==> config.mk <==
export PLATFORM = sky130hd
export DESIGN_NAME = cam_rgb444_capture_flat
export DESIGN_NICKNAME = d
export VERILOG_FILES = /design/src/rtl/cam_rgb444_capture_pkg.sv /design/src/rtl/cam_rgb444_capture_if.sv /design/src/rtl/cam_rgb444_capture_sync_edge.sv /design/src/rtl/cam_rgb444_capture.sv /design/src/flat_wrapper.sv
export SDC_FILE = /design/constraint.sdc
export NUM_CORES = 1
export LEC_CHECK = 0
export BUFFER_PORTS_ARGS = -buffer_cell sky130_fd_sc_hd__buf_2
export CAP_MARGIN = 15
export CORE_AREA = 2 2 98 100
export DETAILED_ROUTE_END_ITERATION = 10
export DIE_AREA = 0 0 100 102
export PLACE_DENSITY = 0.68
export SLEW_MARGIN = 20
export SYNTH_ARGS = -nofsm -noshare
export SYNTH_HDL_FRONTEND = slang
export SYNTH_SLANG_ARGS = --single-unit
==> constraint.sdc <==
create_clock -name clk -period 4.9 [get_ports clk]
set_input_delay 0.735 -clock clk [delete_from_list [all_inputs] [get_ports clk]]
set_output_delay 0.735 -clock clk [all_outputs]
set_load 0.02 [all_outputs]
==> src/rtl/cam_rgb444_capture_pkg.sv <==
// Shared types and helpers for the OV7670 RGB565 -> RGB444 capture path.
// The optional freeze input is enabled with the CAPTURE_FREEZE_EN macro.
package cam_capture_pkg;

  typedef enum logic [1:0] {
    S_WAIT_VS = 2'd0,
    S_BLANK   = 2'd1,
    S_ACTIVE  = 2'd2
  } cap_state_e;

  // MSB position of each RGB565 field; the top four bits of each are kept
  localparam int RGB565_R_MSB = 15;
  localparam int RGB565_G_MSB = 10;
  localparam int RGB565_B_MSB = 4;

  function automatic logic [11:0] rgb565_to_444(input logic [15:0] d);
    return {d[RGB565_R_MSB -: 4], d[RGB565_G_MSB -: 4], d[RGB565_B_MSB -: 4]};
  endfunction

endpackage

==> src/rtl/cam_rgb444_capture_if.sv <==
// Camera byte bus in, frame-buffer write port out. Optional freeze input under
// CAPTURE_FREEZE_EN.
// Write port semantics: mem_we is a one-cycle strobe with no back-pressure; when
// it is high, mem_addr/mem_wdata are valid for exactly that cycle.
interface cam_rgb444_capture_if #(
  parameter int ADDR_W = 17
);
  logic              cam_vsync;
  logic              cam_href;
  logic [7:0]        cam_data;
`ifdef CAPTURE_FREEZE_EN
  logic              freeze;
`endif
  logic              mem_we;
  logic [ADDR_W-1:0] mem_addr;
  logic [11:0]       mem_wdata;
  logic              frame_done;
  logic              frame_err;

`ifdef CAPTURE_FREEZE_EN
  modport master (
    output cam_vsync, cam_href, cam_data, freeze,
    input  mem_we, mem_addr, mem_wdata, frame_done, frame_err
  );
  modport slave (
    input  cam_vsync, cam_href, cam_data, freeze,
    output mem_we, mem_addr, mem_wdata, frame_done, frame_err
  );
`else
  modport master (
    output cam_vsync, cam_href, cam_data,
    input  mem_we, mem_addr, mem_wdata, frame_done, frame_err
  );
  modport slave (
    input  cam_vsync, cam_href, cam_data,
    output mem_we, mem_addr, mem_wdata, frame_done, frame_err
  );
`endif
endinterface

==> src/rtl/cam_rgb444_capture_sync_edge.sv <==
// Registers the camera inputs once and derives single-cycle edge pulses from the
// registered copies.
module cam_sync_edge (
  input  logic       i_clk,
  input  logic       i_reset_n,
  input  logic       i_vsync,
  input  logic       i_href,
  input  logic [7:0] i_data,
  output logic       o_vsync,
  output logic       o_href,
  output logic [7:0] o_data,
  output logic       o_vsync_rise,
  output logic       o_vsync_fall,
  output logic       o_href_fall
);
  logic       r_vsync;
  logic       r_vsync_d;
  logic       r_href;
  logic       r_href_d;
  logic [7:0] r_data;

  always_ff @(posedge i_clk) begin
    if (!i_reset_n) begin
      r_vsync   <= 1'b0;
      r_vsync_d <= 1'b0;
      r_href    <= 1'b0;
      r_href_d  <= 1'b0;
      r_data    <= 8'h00;
    end else begin
      r_vsync   <= i_vsync;
      r_vsync_d <= r_vsync;
      r_href    <= i_href;
      r_href_d  <= r_href;
      r_data    <= i_data;
    end
  end

  assign o_vsync      = r_vsync;
  assign o_href       = r_href;
  assign o_data       = r_data;
  assign o_vsync_rise = r_vsync & ~r_vsync_d;
  assign o_vsync_fall = ~r_vsync & r_vsync_d;
  assign o_href_fall  = ~r_href & r_href_d;

endmodule

==> src/rtl/cam_rgb444_capture.sv <==
// OV7670 RGB565 byte-pair capture into an H_ACT x V_ACT RGB444 frame buffer.
// Define CAPTURE_FREEZE_EN to add a per-frame write freeze input.
module cam_rgb444_capture
  import cam_capture_pkg::*;
#(
  parameter int H_ACT  = 320,
  parameter int V_ACT  = 240,
  parameter int ADDR_W = 17
) (
  input  logic                 clk,
  input  logic                 reset_n,
  cam_rgb444_capture_if.slave  bus,
  output cap_state_e           o_dbg_state
);
  localparam int LW = $clog2(V_ACT + 1);
  localparam int PW = $clog2(H_ACT + 1);
  localparam logic [LW-1:0]     V_MAX    = LW'(V_ACT);
  localparam logic [PW-1:0]     P_MAX    = PW'(H_ACT);
  localparam logic [ADDR_W-1:0] ADDR_ROW = ADDR_W'(H_ACT);

  logic       w_vsync, w_href, w_vsync_rise, w_vsync_fall, w_href_fall;
  logic [7:0] w_data;

  cam_sync_edge u_sync (
    .i_clk        (clk),
    .i_reset_n    (reset_n),
    .i_vsync      (bus.cam_vsync),
    .i_href       (bus.cam_href),
    .i_data       (bus.cam_data),
    .o_vsync      (w_vsync),
    .o_href       (w_href),
    .o_data       (w_data),
    .o_vsync_rise (w_vsync_rise),
    .o_vsync_fall (w_vsync_fall),
    .o_href_fall  (w_href_fall)
  );

  cap_state_e        r_state, w_state_nx;
  logic [LW-1:0]     r_line_cnt, w_line_cnt_nx;
  logic [PW-1:0]     r_pix_cnt;
  logic              r_phase;
  logic [7:0]        r_hi;
  logic [ADDR_W-1:0] r_addr, r_line_base;
  logic              r_we, r_done, r_err;
  logic [ADDR_W-1:0] r_mem_addr;
  logic [11:0]       r_wdata;
  logic              w_start, w_byte, w_line_end, w_line_inc, w_frame_end;
  logic              w_wr, w_frozen;

`ifdef CAPTURE_FREEZE_EN
  logic r_freeze;
  always_ff @(posedge clk) begin
    if (!reset_n)     r_freeze <= 1'b0;
    else if (w_start) r_freeze <= bus.freeze;
  end
  assign w_frozen = r_freeze;
`else
  assign w_frozen = 1'b0;
`endif

  always_comb begin
    w_state_nx    = r_state;
    w_start       = 1'b0;
    w_byte        = 1'b0;
    w_line_end    = 1'b0;
    w_line_inc    = 1'b0;
    w_frame_end   = 1'b0;
    w_line_cnt_nx = r_line_cnt;
    case (r_state)
      S_WAIT_VS: if (w_vsync) w_state_nx = S_BLANK;
      S_BLANK: begin
        if (w_vsync_fall) begin
          w_start    = 1'b1;
          w_state_nx = S_ACTIVE;
        end
      end
      S_ACTIVE: begin
        w_byte = w_href & ~w_vsync;
        // Line end is resolved first so a coincident vsync rise sees the final count
        if (w_href_fall) begin
          w_line_end    = 1'b1;
          w_line_inc    = (r_pix_cnt != '0) && (r_line_cnt != V_MAX);
          w_line_cnt_nx = r_line_cnt + LW'(w_line_inc);
        end
        if (w_vsync_rise) begin
          w_frame_end = 1'b1;
          w_state_nx  = S_BLANK;
        end
      end
      default: w_state_nx = S_WAIT_VS;
    endcase
    w_wr = w_byte & r_phase & ~w_frozen & (r_pix_cnt < P_MAX) & (r_line_cnt < V_MAX);
  end

  always_ff @(posedge clk) begin
    if (!reset_n) begin
      r_state     <= S_WAIT_VS;
      r_line_cnt  <= '0;
      r_pix_cnt   <= '0;
      r_phase     <= 1'b0;
      r_hi        <= 8'h00;
      r_addr      <= '0;
      r_line_base <= '0;
      r_we        <= 1'b0;
      r_done      <= 1'b0;
      r_err       <= 1'b0;
      r_mem_addr  <= '0;
      r_wdata     <= 12'h000;
    end else begin
      r_state <= w_state_nx;
      r_we    <= w_wr;
      r_done  <= w_frame_end && (w_line_cnt_nx == V_MAX);
      if (w_frame_end && (w_line_cnt_nx != V_MAX)) r_err <= 1'b1;
      if (w_wr) begin
        r_mem_addr <= r_addr;
        r_wdata    <= rgb565_to_444({r_hi, w_data});
      end
      if (w_start) begin
        r_line_cnt  <= '0;
        r_pix_cnt   <= '0;
        r_phase     <= 1'b0;
        r_addr      <= '0;
        r_line_base <= '0;
      end else if (w_line_end) begin
        // Jump to the next row start so short lines leave a gap
        r_line_cnt <= w_line_cnt_nx;
        r_pix_cnt  <= '0;
        r_phase    <= 1'b0;
        if (w_line_inc) begin
          r_line_base <= r_line_base + ADDR_ROW;
          r_addr      <= r_line_base + ADDR_ROW;
        end else begin
          r_addr <= r_line_base;
        end
      end else if (w_byte) begin
        if (!r_phase) begin
          r_hi    <= w_data;
          r_phase <= 1'b1;
        end else begin
          r_phase <= 1'b0;
          if (r_pix_cnt != P_MAX) begin
            r_pix_cnt <= r_pix_cnt + 1'b1;
            r_addr    <= r_addr + 1'b1;
          end
        end
      end
    end
  end

  assign bus.mem_we     = r_we;
  assign bus.mem_addr   = r_mem_addr;
  assign bus.mem_wdata  = r_wdata;
  assign bus.frame_done = r_done;
  assign bus.frame_err  = r_err;
  assign o_dbg_state    = r_state;

endmodule

==> src/flat_wrapper.sv <==
// flat-port wrapper written by rule: the top's interface ports become plain ports
module cam_rgb444_capture_flat import cam_capture_pkg::*;
#(
  parameter int H_ACT  = 320,
  parameter int V_ACT  = 240,
  parameter int ADDR_W = 17
)
  (clk, reset_n, o_dbg_state, bus_cam_vsync, bus_cam_href, bus_cam_data, bus_mem_we, bus_mem_addr, bus_mem_wdata, bus_frame_done, bus_frame_err);
  cam_rgb444_capture_if #(.ADDR_W(ADDR_W)) bus_i ();
  input  logic clk;
  input  logic reset_n;
  output cap_state_e o_dbg_state;
  input wire logic [$bits(bus_i.cam_vsync)-1:0] bus_cam_vsync;
  input wire logic [$bits(bus_i.cam_href)-1:0] bus_cam_href;
  input wire logic [$bits(bus_i.cam_data)-1:0] bus_cam_data;
  output wire logic [$bits(bus_i.mem_we)-1:0] bus_mem_we;
  output wire logic [$bits(bus_i.mem_addr)-1:0] bus_mem_addr;
  output wire logic [$bits(bus_i.mem_wdata)-1:0] bus_mem_wdata;
  output wire logic [$bits(bus_i.frame_done)-1:0] bus_frame_done;
  output wire logic [$bits(bus_i.frame_err)-1:0] bus_frame_err;
  assign bus_i.cam_vsync = bus_cam_vsync;
  assign bus_i.cam_href = bus_cam_href;
  assign bus_i.cam_data = bus_cam_data;
  assign bus_mem_we = bus_i.mem_we;
  assign bus_mem_addr = bus_i.mem_addr;
  assign bus_mem_wdata = bus_i.mem_wdata;
  assign bus_frame_done = bus_i.frame_done;
  assign bus_frame_err = bus_i.frame_err;
  cam_rgb444_capture #(.H_ACT(H_ACT), .V_ACT(V_ACT), .ADDR_W(ADDR_W)) u_core (.clk(clk), .reset_n(reset_n), .bus(bus_i), .o_dbg_state(o_dbg_state));
endmodule
[Word level (Yosys, flattened, before mapping)]
Index checks and enable logic that the tools add are counted.
Storage, ports and cells
  word-level logic and storage cells: 81
  output and inout bits: 34
  register bits: 106
Operators by class
  eq/ne operators: 9
  add/sub/neg operators: 4
  reductions and logical operators: 14
  mux-type cells: 21
  order comparisons: 2
  bitwise logic cells: 14
Operators by type and width (count)
  2-to-1 mux 17 bit: 5
  adder 17 x 1 -> 17 bit, second input constant: 1
  adder 17 x 9 -> 17 bit, second input constant: 1
  2-to-1 mux 8 bit: 2
  inequality test 8 bit, second input constant: 2
  2-to-1 mux 1 bit: 10
  adder 9 x 1 -> 9 bit, second input constant: 1
  < comparator 9 bit, second input constant: 1
  inequality test 9 bit, second input constant: 1
  AND reduction 3 bit: 3
  nonzero test 9 bit: 1
  adder 8 x 1 -> 8 bit: 1
  == test 8 bit, second input constant: 1
  < comparator 8 bit, second input constant: 1
  bitwise AND 1 bit: 7
  inverter 1 bit: 7
  2-to-1 mux 2 bit: 3
  inequality test 2 bit, second input constant: 3
  case mux 2 bit (3 select lines): 1
  nonzero test 2 bit: 3
  AND reduction 4 bit: 1
  logical AND 1 bit: 3
  OR reduction 3 bit: 1
  == test 2 x 1 -> 1 bit, second input constant: 1
  other kinds (3): 3

[Depth between registers and ports, before layout]
Gate-level depths: netlist (run 1).
  depth after elaboration: 7
  mapped depth: 13

[Modules after synthesis]
Synthesis (run 1) repeated with hierarchy kept, for this count alone.
Unflattened totals
  cell total of the unflattened synthesis: 518
  area total of the unflattened synthesis: 4466.8 um2
Modules (own cells, without submodules)
  cam_rgb444_capture: area an instance 4111.4 um2, instances 1, cells each 490
  cam_sync_edge: area an instance 355.3 um2, instances 1, cells each 28

[Least setup slack after synthesis (run 1)]
OpenSTA, ideal clock, no wires.
  path type: reg2reg
  start point: register u_core.r_line_cnt[0]
  end point: register u_core.r_done (netlist: u_core.bus.frame_done)
  clock period less this slack: 2497 ps
  cell stages (with the launch flop): 12
  required time: 4839 ps
  arrival time: 2436 ps
  path slack: 2403 ps
  cells stage by stage: dfxtp_1 or3_1 nor3_2 buf_2 nor2_1 ha_1 ha_1 xor2_1 nor4_1 o21ai_0 nor3_1 and4b_1
On the way
  longest elaborated chain between the ends: 7
RTL lines
  start, declared: line cam_rgb444_capture.sv:39  | logic [LW-1:0] r_line_cnt, w_line_cnt_nx;
  start signal, assigned: line cam_rgb444_capture.sv:126  | r_line_cnt <= w_line_cnt_nx;
  inequality test 8 bit: line cam_rgb444_capture.sv:82  | w_line_inc = (r_pix_cnt != '0) && (r_line_cnt != V_MAX);
  logical AND 1 bit: line cam_rgb444_capture.sv:82
  adder 8 x 1 -> 8 bit: line cam_rgb444_capture.sv:83  | w_line_cnt_nx = r_line_cnt + LW'(w_line_inc);
  2-to-1 mux 8 bit: line cam_rgb444_capture.sv:80  | if (w_href_fall) begin
  2-to-1 mux 8 bit (*): line cam_rgb444_capture.sv:69  | case (r_state)
  == test 8 bit (*): line cam_rgb444_capture.sv:112  | r_done <= w_frame_end && (w_line_cnt_nx == V_MAX);
  logical AND 1 bit (*): line cam_rgb444_capture.sv:112
  end signal, assigned: line cam_rgb444_capture.sv:112
  end, declared: line cam_rgb444_capture.sv:44  | logic r_we, r_done, r_err;
Mark *: on every way between the ends. The rest lies on a longest branch, timed or not.
A chain may end at the register's enable or synchronous reset.

[Worst setup path in the final report (run 1)]
  start point: register u_core.r_pix_cnt[2]
  end point: register u_core.r_done (netlist: u_core.bus.frame_done)
On the way
  longest elaborated chain between the ends: 7
RTL lines
  start, declared: line cam_rgb444_capture.sv:40  | logic [PW-1:0] r_pix_cnt;
  start signal, assigned: line cam_rgb444_capture.sv:142  | r_pix_cnt <= r_pix_cnt + 1'b1;
  nonzero test 9 bit: line cam_rgb444_capture.sv:82
  logical AND 1 bit: line cam_rgb444_capture.sv:82
  adder 8 x 1 -> 8 bit: line cam_rgb444_capture.sv:83
  2-to-1 mux 8 bit: line cam_rgb444_capture.sv:80
  2-to-1 mux 8 bit: line cam_rgb444_capture.sv:69
  == test 8 bit: line cam_rgb444_capture.sv:112
  logical AND 1 bit: line cam_rgb444_capture.sv:112
No other way between the ends.

==> flow_summary.json, run 1 <==
{
  "io_buffer_count": 45,
  "holdCritStartpoint": "u_core.r_hi[2]",
  "routedWlPerCell_um": 14.2,
  "die-area_um2": 10200,
  "r2r_cells": 10,
  "power_mw": 1.40,
  "p_seq_share_pct": 58.2,
  "syn2layout_area_growth_pct": 8.99,
  "syn_area_per_cell_um2": 9.10,
  "powerDensity_nw_per_um2": 287,
  "worstSetupPathType": "reg2reg",
  "vias": 3424,
  "worstPathMaxFanout": 22,
  "drive_gt1_share_pct": 15.3,
  "wirelength_um": 9010,
  "hold_ws_ns": 0.454,
  "synthArstFlopShare_pct": 0,
  "r2r_slack_ns": 1.81,
  "dieWidth_um": 100,
  "synth_cells": 492,
  "p_int_mw": 1.07,
  "routabilityCongestion": 0.866,
  "start_kind": "register",
  "p_leak_nw": 1.72,
  "fin_util_pct": 53.6,
  "hpwl_um": 6090,
  "ios": 46,
  "r2r_start": "u_core.r_pix_cnt[2]",
  "synth-seq-cells": 99,
  "switchingPower_uw": 327,
  "grt_pass1_vias": 3186,
  "cp.arrival_ns": 3.41,
  "numCtsBuffers": 9,
  "cts_setup_buffers": 0,
  "comb_power_share_pct": 2.3,
  "clk_latency_ns": 0.37,
  "grt_setup_unrepaired": "no",
  "crit_start": "u_core.r_pix_cnt[2]",
  "yosys_warnings": 0,
  "synth-seq-area-share_pct": 44.2,
  "synth_fp_nets": 510,
  "grtUsageTotal_pct": 18.3,
  "slew_viol_final": 0,
  "vias_per_cell": 5.40,
  "vdd_drop_max_uv": 140,
  "clock-root-buffer": "clkbuf_8",
  "grt_overflow": 0,
  "run_status": "completed",
  "antenna_found_initial": 0,
  "fin_setup_tns_ns": 0,
  "r2r_end": "u_core.bus.frame_done",
  "ys.flop_type": "dfxtp_1",
  "coreArea_um2": 9110,
  "holdPathStages": 2,
  "drc": 0,
  "ctsResizeCount": 0,
  "clkTransAtPathRegs_ns": 0.11,
  "cts_hold_buf": 0,
  "ys_types": 52,
  "swShare_pct": 23.3,
  "drtIter0Drc": 165,
  "antennaDiodeCount": 0,
  "min_period_over_period_pct": 63.0,
  "fin_crit_ns": 3.09,
  "drtAntennaViolNets": 0,
  "p_clk_share_pct": 39.6,
  "endpoint_kind": "register",
  "cts.sinks": 99,
  "skew_ns": 0.0130,
  "initial_utilization_pct": 49.2,
  "hold_viol": 0,
  "grt_first_pass_wirelength_um": 15000,
  "min_to": "u_core.bus.mem_wdata[7]",
  "netlist_area_um2": 4480,
  "cap_viol_max_count": 0,
  "fp-row-count": 35,
  "finalSetupViolCount": 0,
  "slew_headroom_pct": 40.8,
  "worstHoldPathType": "reg2reg",
  "worst_slew_pin_slew_ns": 0.887,
  "drt-pass1-iter-count": 4,
  "required_ns": 5.22,
  "htree_levels": 3,
  "nets": 536,
  "die_height_um": 102,
  "max_freq_mhz": 324,
  "synth_edf_count": 0,
  "grt_start_max_net_pins": 55,
  "cts_tree": "yes",
  "cts.path.max_buffers": 2
}
through the flow:
| stage | setup slack (ns) | instances | area, um^2 |
|---|---|---|---|
| finish | 1.81 | 634 | 4880 |
| detailed placement | 1.86 | 618 | 4670 |
| global route | 1.46 | 634 | 4880 |
| CTS | 1.84 | 634 | 4880 |
| floorplan | 2.40 | 492 | 4480 |
| global placement | 1.94 | 618 | 4670 |
how the worst max path moves through the flow:
stage               cells after the start                    end
floorplan                              11  u_core.bus.frame_done
global placement                       10  u_core.bus.frame_done
detailed placement                     10  u_core.bus.frame_done
CTS                                    10  u_core.bus.frame_done
global route                           10  u_core.bus.frame_done
finish                                 10  u_core.bus.frame_done
power groups by stage:
stage / clock (mW) / combinational [mW] / sequential (mW)
finish: 0.555 / 0.0317 / 0.815
global route: 0.598 / 0.0354 / 0.816
CTS: 0.572 / 0.0322 / 0.815
detailed placement: 0 / 0.0322 / 0.833
global placement: 0 / 0.0317 / 0.833
floorplan: 0 / 0.0222 / 0.833
synth_stat cells, drive strengths merged, types with 2 or more instances:
master  number  share of area, %
or3          3              0.42
a21boi      29               4.9
nand4       15               2.4
and4bb       2              0.64
inv          5              0.42
nor3b        2              0.34
o21ai        6              0.67
o22ai        8               1.1
nor4        14               2.2
nand3        7               1.0
clkbuf      13               1.1
buf         19               3.1
mux2i       11               2.5
nor3        21               2.7
and3b        2              0.39
nand2b       4              0.56
a211oi       3              0.50
dfxtp       99                44
nor2        39               3.3
and3         6              0.95
xnor2       36               7.0
and4         3              0.59
and2        17               2.4
o31a         3              0.59
ha           6               1.7
nand2       74               6.2
nor2b       12               1.7
nor4b        4               1.3
or4          2              0.34
xor2        11               2.2
a21oi        6              0.67
critical path: stages (launching register included):
cell and delay [ns]:
dfxtp_1 0.40, nor4_2 0.34, and3_1 0.71, nor2_1 0.13
ha_1 0.25, ha_1 0.27, xor2_1 0.18, nor4_1 0.18
o21ai_0 0.12, nor3_1 0.24, and4b_1 0.21
per-layer routing:
layer	vias to the layer above	global-route usage (%)	wire, um
li1	1737	-	-
met1	1607	24.6	4280
met2	65	29.0	4250
met3	15	3.15	316
met4	0	8.43	161
met5	-	0	0
placed cells by master, fill, tap and decap left out, types with 12 or more instances in the layout:
cell and count:
nor3_1 18, buf_2 45, dfxtp_1 99, nor2_1 39, nand2_1 74, and2_1 17
nor2b_1 12, xnor2_1 36, nand4_1 14, nor4_1 12, a21boi_1 18
state kept, by name, summed over array words and instances (netlist names):
name,cells
u_core.bus.frame_done,1
u_core.bus.frame_err,1
u_core.bus.mem_addr,17
u_core.bus.mem_wdata,12
u_core.bus.mem_we,1
u_core.o_dbg_state,2
u_core.r_addr,17
u_core.r_hi,7
u_core.r_line_base,11
u_core.r_line_cnt,8
u_core.r_phase,1
u_core.r_pix_cnt,9
u_core.u_sync.o_data,8
u_core.u_sync.o_href,1
u_core.u_sync.o_vsync,1
u_core.u_sync.r_href_d,1
u_core.u_sync.r_vsync_d,1
logic make-up (layout without fill, tap and decap cells):
| kind of cell | Yosys count | after routing | share of synthesized area, % |
|---|---|---|---|
| simple gates | 232 | 232 | 28.4 |
| flops | 99 | 99 | 44.2 |
| compound gates | 60 | 60 | 9.36 |
| xor+xnor | 47 | 47 | 9.19 |
| buf+inv | 37 | 68 | 4.64 |
| mux | 11 | 11 | 2.46 |
| fa+ha+maj | 6 | 6 | 1.68 |
final cells by class:
type	count	area (um^2)
Inverter	5	18.8
Timing Repair Buffer	47	240
Fill cell	876	4230
Tap cell	111	139
Clock buffer	9	124
Clock inverter	7	88.8
Multi-Input combinational cell	356	2290
Sequential cell	99	1980
No activity file was read; power rests on OpenSTA's default activity.
==> run 2: changes to the inputs <==
--- a/config.mk
+++ b/config.mk
@@ -5,12 +5,13 @@
 export SDC_FILE = /design/constraint.sdc
 export NUM_CORES = 1
 export LEC_CHECK = 0
+export ABC_AREA = 1
 export BUFFER_PORTS_ARGS = -buffer_cell sky130_fd_sc_hd__buf_2
 export CAP_MARGIN = 15
-export CORE_AREA = 2 2 98 100
+export CORE_AREA = 2 2 97 99
 export DETAILED_ROUTE_END_ITERATION = 10
-export DIE_AREA = 0 0 100 102
-export PLACE_DENSITY = 0.68
+export DIE_AREA = 0 0 99 101
+export PLACE_DENSITY = 0.69
 export SLEW_MARGIN = 20
 export SYNTH_ARGS = -nofsm -noshare
 export SYNTH_HDL_FRONTEND = slang
==> constraint.sdc (replaced) <==
create_clock -name clk -period 2.9 [get_ports clk]
set_input_delay 0.435 -clock clk [delete_from_list [all_inputs] [get_ports clk]]
set_output_delay 0.435 -clock clk [all_outputs]
set_load 0.02 [all_outputs]
==> flow_summary.json, run 2 <==
{
  "worstPathMaxFanout": 8,
  "hpwl_um": 6820,
  "worstSetupPathType": "reg2reg",
  "vdd_drop_max_uv": 366,
  "antenna_found_initial": 0,
  "nets": 677,
  "grtUsageMet1_pct": 24.8,
  "synthArstFlopShare_pct": 0,
  "ys_types": 29,
  "synth_top_area_share_pct": 45.1,
  "fin_setup_tns_ns": 0,
  "min_period_over_period_pct": 82.4,
  "finalSetupViolCount": 0,
  "ys.flop_type": "dfxtp_1",
  "drtAntennaViolNets": 0,
  "powerDensity_nw_per_um2": 467,
  "run_status": "completed",
  "routabilityCongestion": 0.882,
  "initial_utilization_pct": 48.9,
  "clock-root-buffer": "clkbuf_8",
  "cp.arrival_ns": 2.66,
  "wirelength_um": 9410,
  "grt_first_pass_wirelength_um": 16000,
  "synth-seq-cells": 99,
  "syn2layout_area_growth_pct": 11.5,
  "slowest_stage": "dfxtp_1",
  "yosys.area.top_type": "dfxtp_1",
  "slew_headroom_pct": 52.9,
  "hold_viol": 0,
  "drc": 0,
  "fin_crit_ns": 2.39,
  "cts_hold_buf": 0,
  "n_fill_cell": 883,
  "die-area_um2": 10000,
  "cts_tree": "yes",
  "coreArea_um2": 8980,
  "cap_viol_max_count": 0,
  "slew_viol_final": 0,
  "crit_top_cell": "nand2_1",
  "max_freq_mhz": 418,
  "required_ns": 3.17,
  "die_height_um": 101,
  "skew_ns": 0.0135,
  "yosys_warnings": 0,
  "layout.area.seq_um2": 1980,
  "cts.sinks": 99,
  "synth_common_cells": "nand2_1 (113), dfxtp_1 (99), inv_1 (94), nor2_1 (78), o21ai_0 (56)",
  "met3_usage_pct": 4.51,
  "synth_cells": 618,
  "layout_commonest_cell": "nand2_1",
  "crit_family": "simple AND/OR/NAND/NOR gates",
  "numCtsBuffers": 9,
  "synth_fp_nets": 636,
  "fin_util_pct": 54.5,
  "grt_setup_unrepaired": "no",
  "worst_slack_ns": 0.510,
  "postPlaceCellArea_um2": 4700,
  "synth.area.top_cells": "dfxtp_1 (45%), nand2_1 (9.7%), inv_1 (8.0%), nor2_1 (6.7%), o21ai_0 (6.4%)",
  "grtUsageTotal_pct": 19.5,
  "drive_gt1_share_pct": 12.3,
  "dieWidth_um": 99,
  "htree_levels": 3,
  "fp-row-count": 35,
  "p_leak_nw": 2.13,
  "drtIter0Drc": 143,
  "multi_input_area_um2": 1940,
  "vias": 3914,
  "ctsResizeCount": 0,
  "antennaDiodeCount": 0,
  "cts_setup_buffers": 0,
  "io_buffer_count": 45,
  "path_buf_inv": 1,
  "worst_slew_pin_slew_ns": 0.705,
  "drt-pass1-iter-count": 4,
  "slowest_delay_ns": 0.36,
  "place_ws_ns": 0.503,
  "cts.path.max_buffers": 2,
  "crit_chain": "inv_1 > ha_1 > nand3_1 > nor2_1 > nor2_2 > ha_1 > ha_1 > nand2_1 > nor2_1 > nand2_1 > xor2_1 > nand3_1 > nor2_1 > nand2_1 > nand2_1 > nand2_1",
  "routedWlPerCell_um": 12.1,
  "worstHoldPathType": "in2reg",
  "synth_edf_count": 0,
  "final_area_um2": 4900,
  "start_kind": "register",
  "grt_pass1_vias": 3635,
  "endpoint_kind": "register",
  "ios": 46,
  "use_met2_pct": 32.2,
  "clkTransAtPathRegs_ns": 0.11,
  "power_mw": 2.28,
  "synth-seq-area-share_pct": 45.1,
  "netlist_area_um2": 4390,
  "yosysMostFrequentCell": "nand2_1",
  "clk_latency_ns": 0.36,
  "syn_area_per_cell_um2": 7.11,
  "busiest_layer": "met2",
  "final_cell_mix": "nand2_1 (113), dfxtp_1 (99), inv_1 (94)",
  "grt_start_max_net_pins": 51,
  "grt_overflow": 0,
  "vias_per_cell": 5.05
}
run 2: final timing paths:
kind / from / end / slack [ns] / cells past startpoint
worst max-delay path: u_core.r_pix_cnt[0] / u_core.bus.frame_err / 0.51 / 16
worst min-delay path: bus_cam_data[7] / u_core.u_sync.o_data[7] / 0.24 / 3
worst max register to register: u_core.r_pix_cnt[0] / u_core.bus.frame_err / 0.51 / 16
worst min register to register: u_core.u_sync.o_href / u_core.u_sync.r_href_d / 0.45 / 2
run 2: kinds of logic (layout without fill, tap and decap cells):
group	Yosys count	count (layout)	share of synthesized area, %
compound gates	123	123	14.7
xor+xnor	11	11	2.19
fa+ha+maj	6	6	1.71
buf+inv	119	165	10.6
flops	99	99	45.1
simple gates	260	260	25.6
run 2: cell type report:
type	instances	share of cell area, %
clock inverter	7	1.46
tap	111	2.84
timing repair buffer	50	5.37
sequential	99	40.5
inverter	99	7.64
multi-input combinational	400	39.7
clock buffer	9	2.53
run 2: per-stage QoR:
stage,instances,hold slack (ns)
CTS,775,0.229
floorplan,618,0.430
global route,775,0.226
global placement,759,0.440
finish,775,0.243
detailed placement,759,0.443
run 2: tightest hold or removal path: stages:
cell	delay [ns]
buf_2	0.07
nand2_1	0.04
inv_1	0.04
run 2: where the power goes:
group / leakage, nW / switching (mW) / internal [mW]
sequential: 0.800 / 0.00564 / 1.37
clock: 0.0926 / 0.515 / 0.335
combinational: 1.24 / 0.0407 / 0.0189
run 2: metal layers:
| layer | wire length, um | up-vias |
|---|---|---|
| li1 | - | 2049 |
| met1 | 4410 | 1769 |
| met2 | 4430 | 84 |
| met3 | 380 | 12 |
| met4 | 185 | 0 |
| met5 | 0 | - |
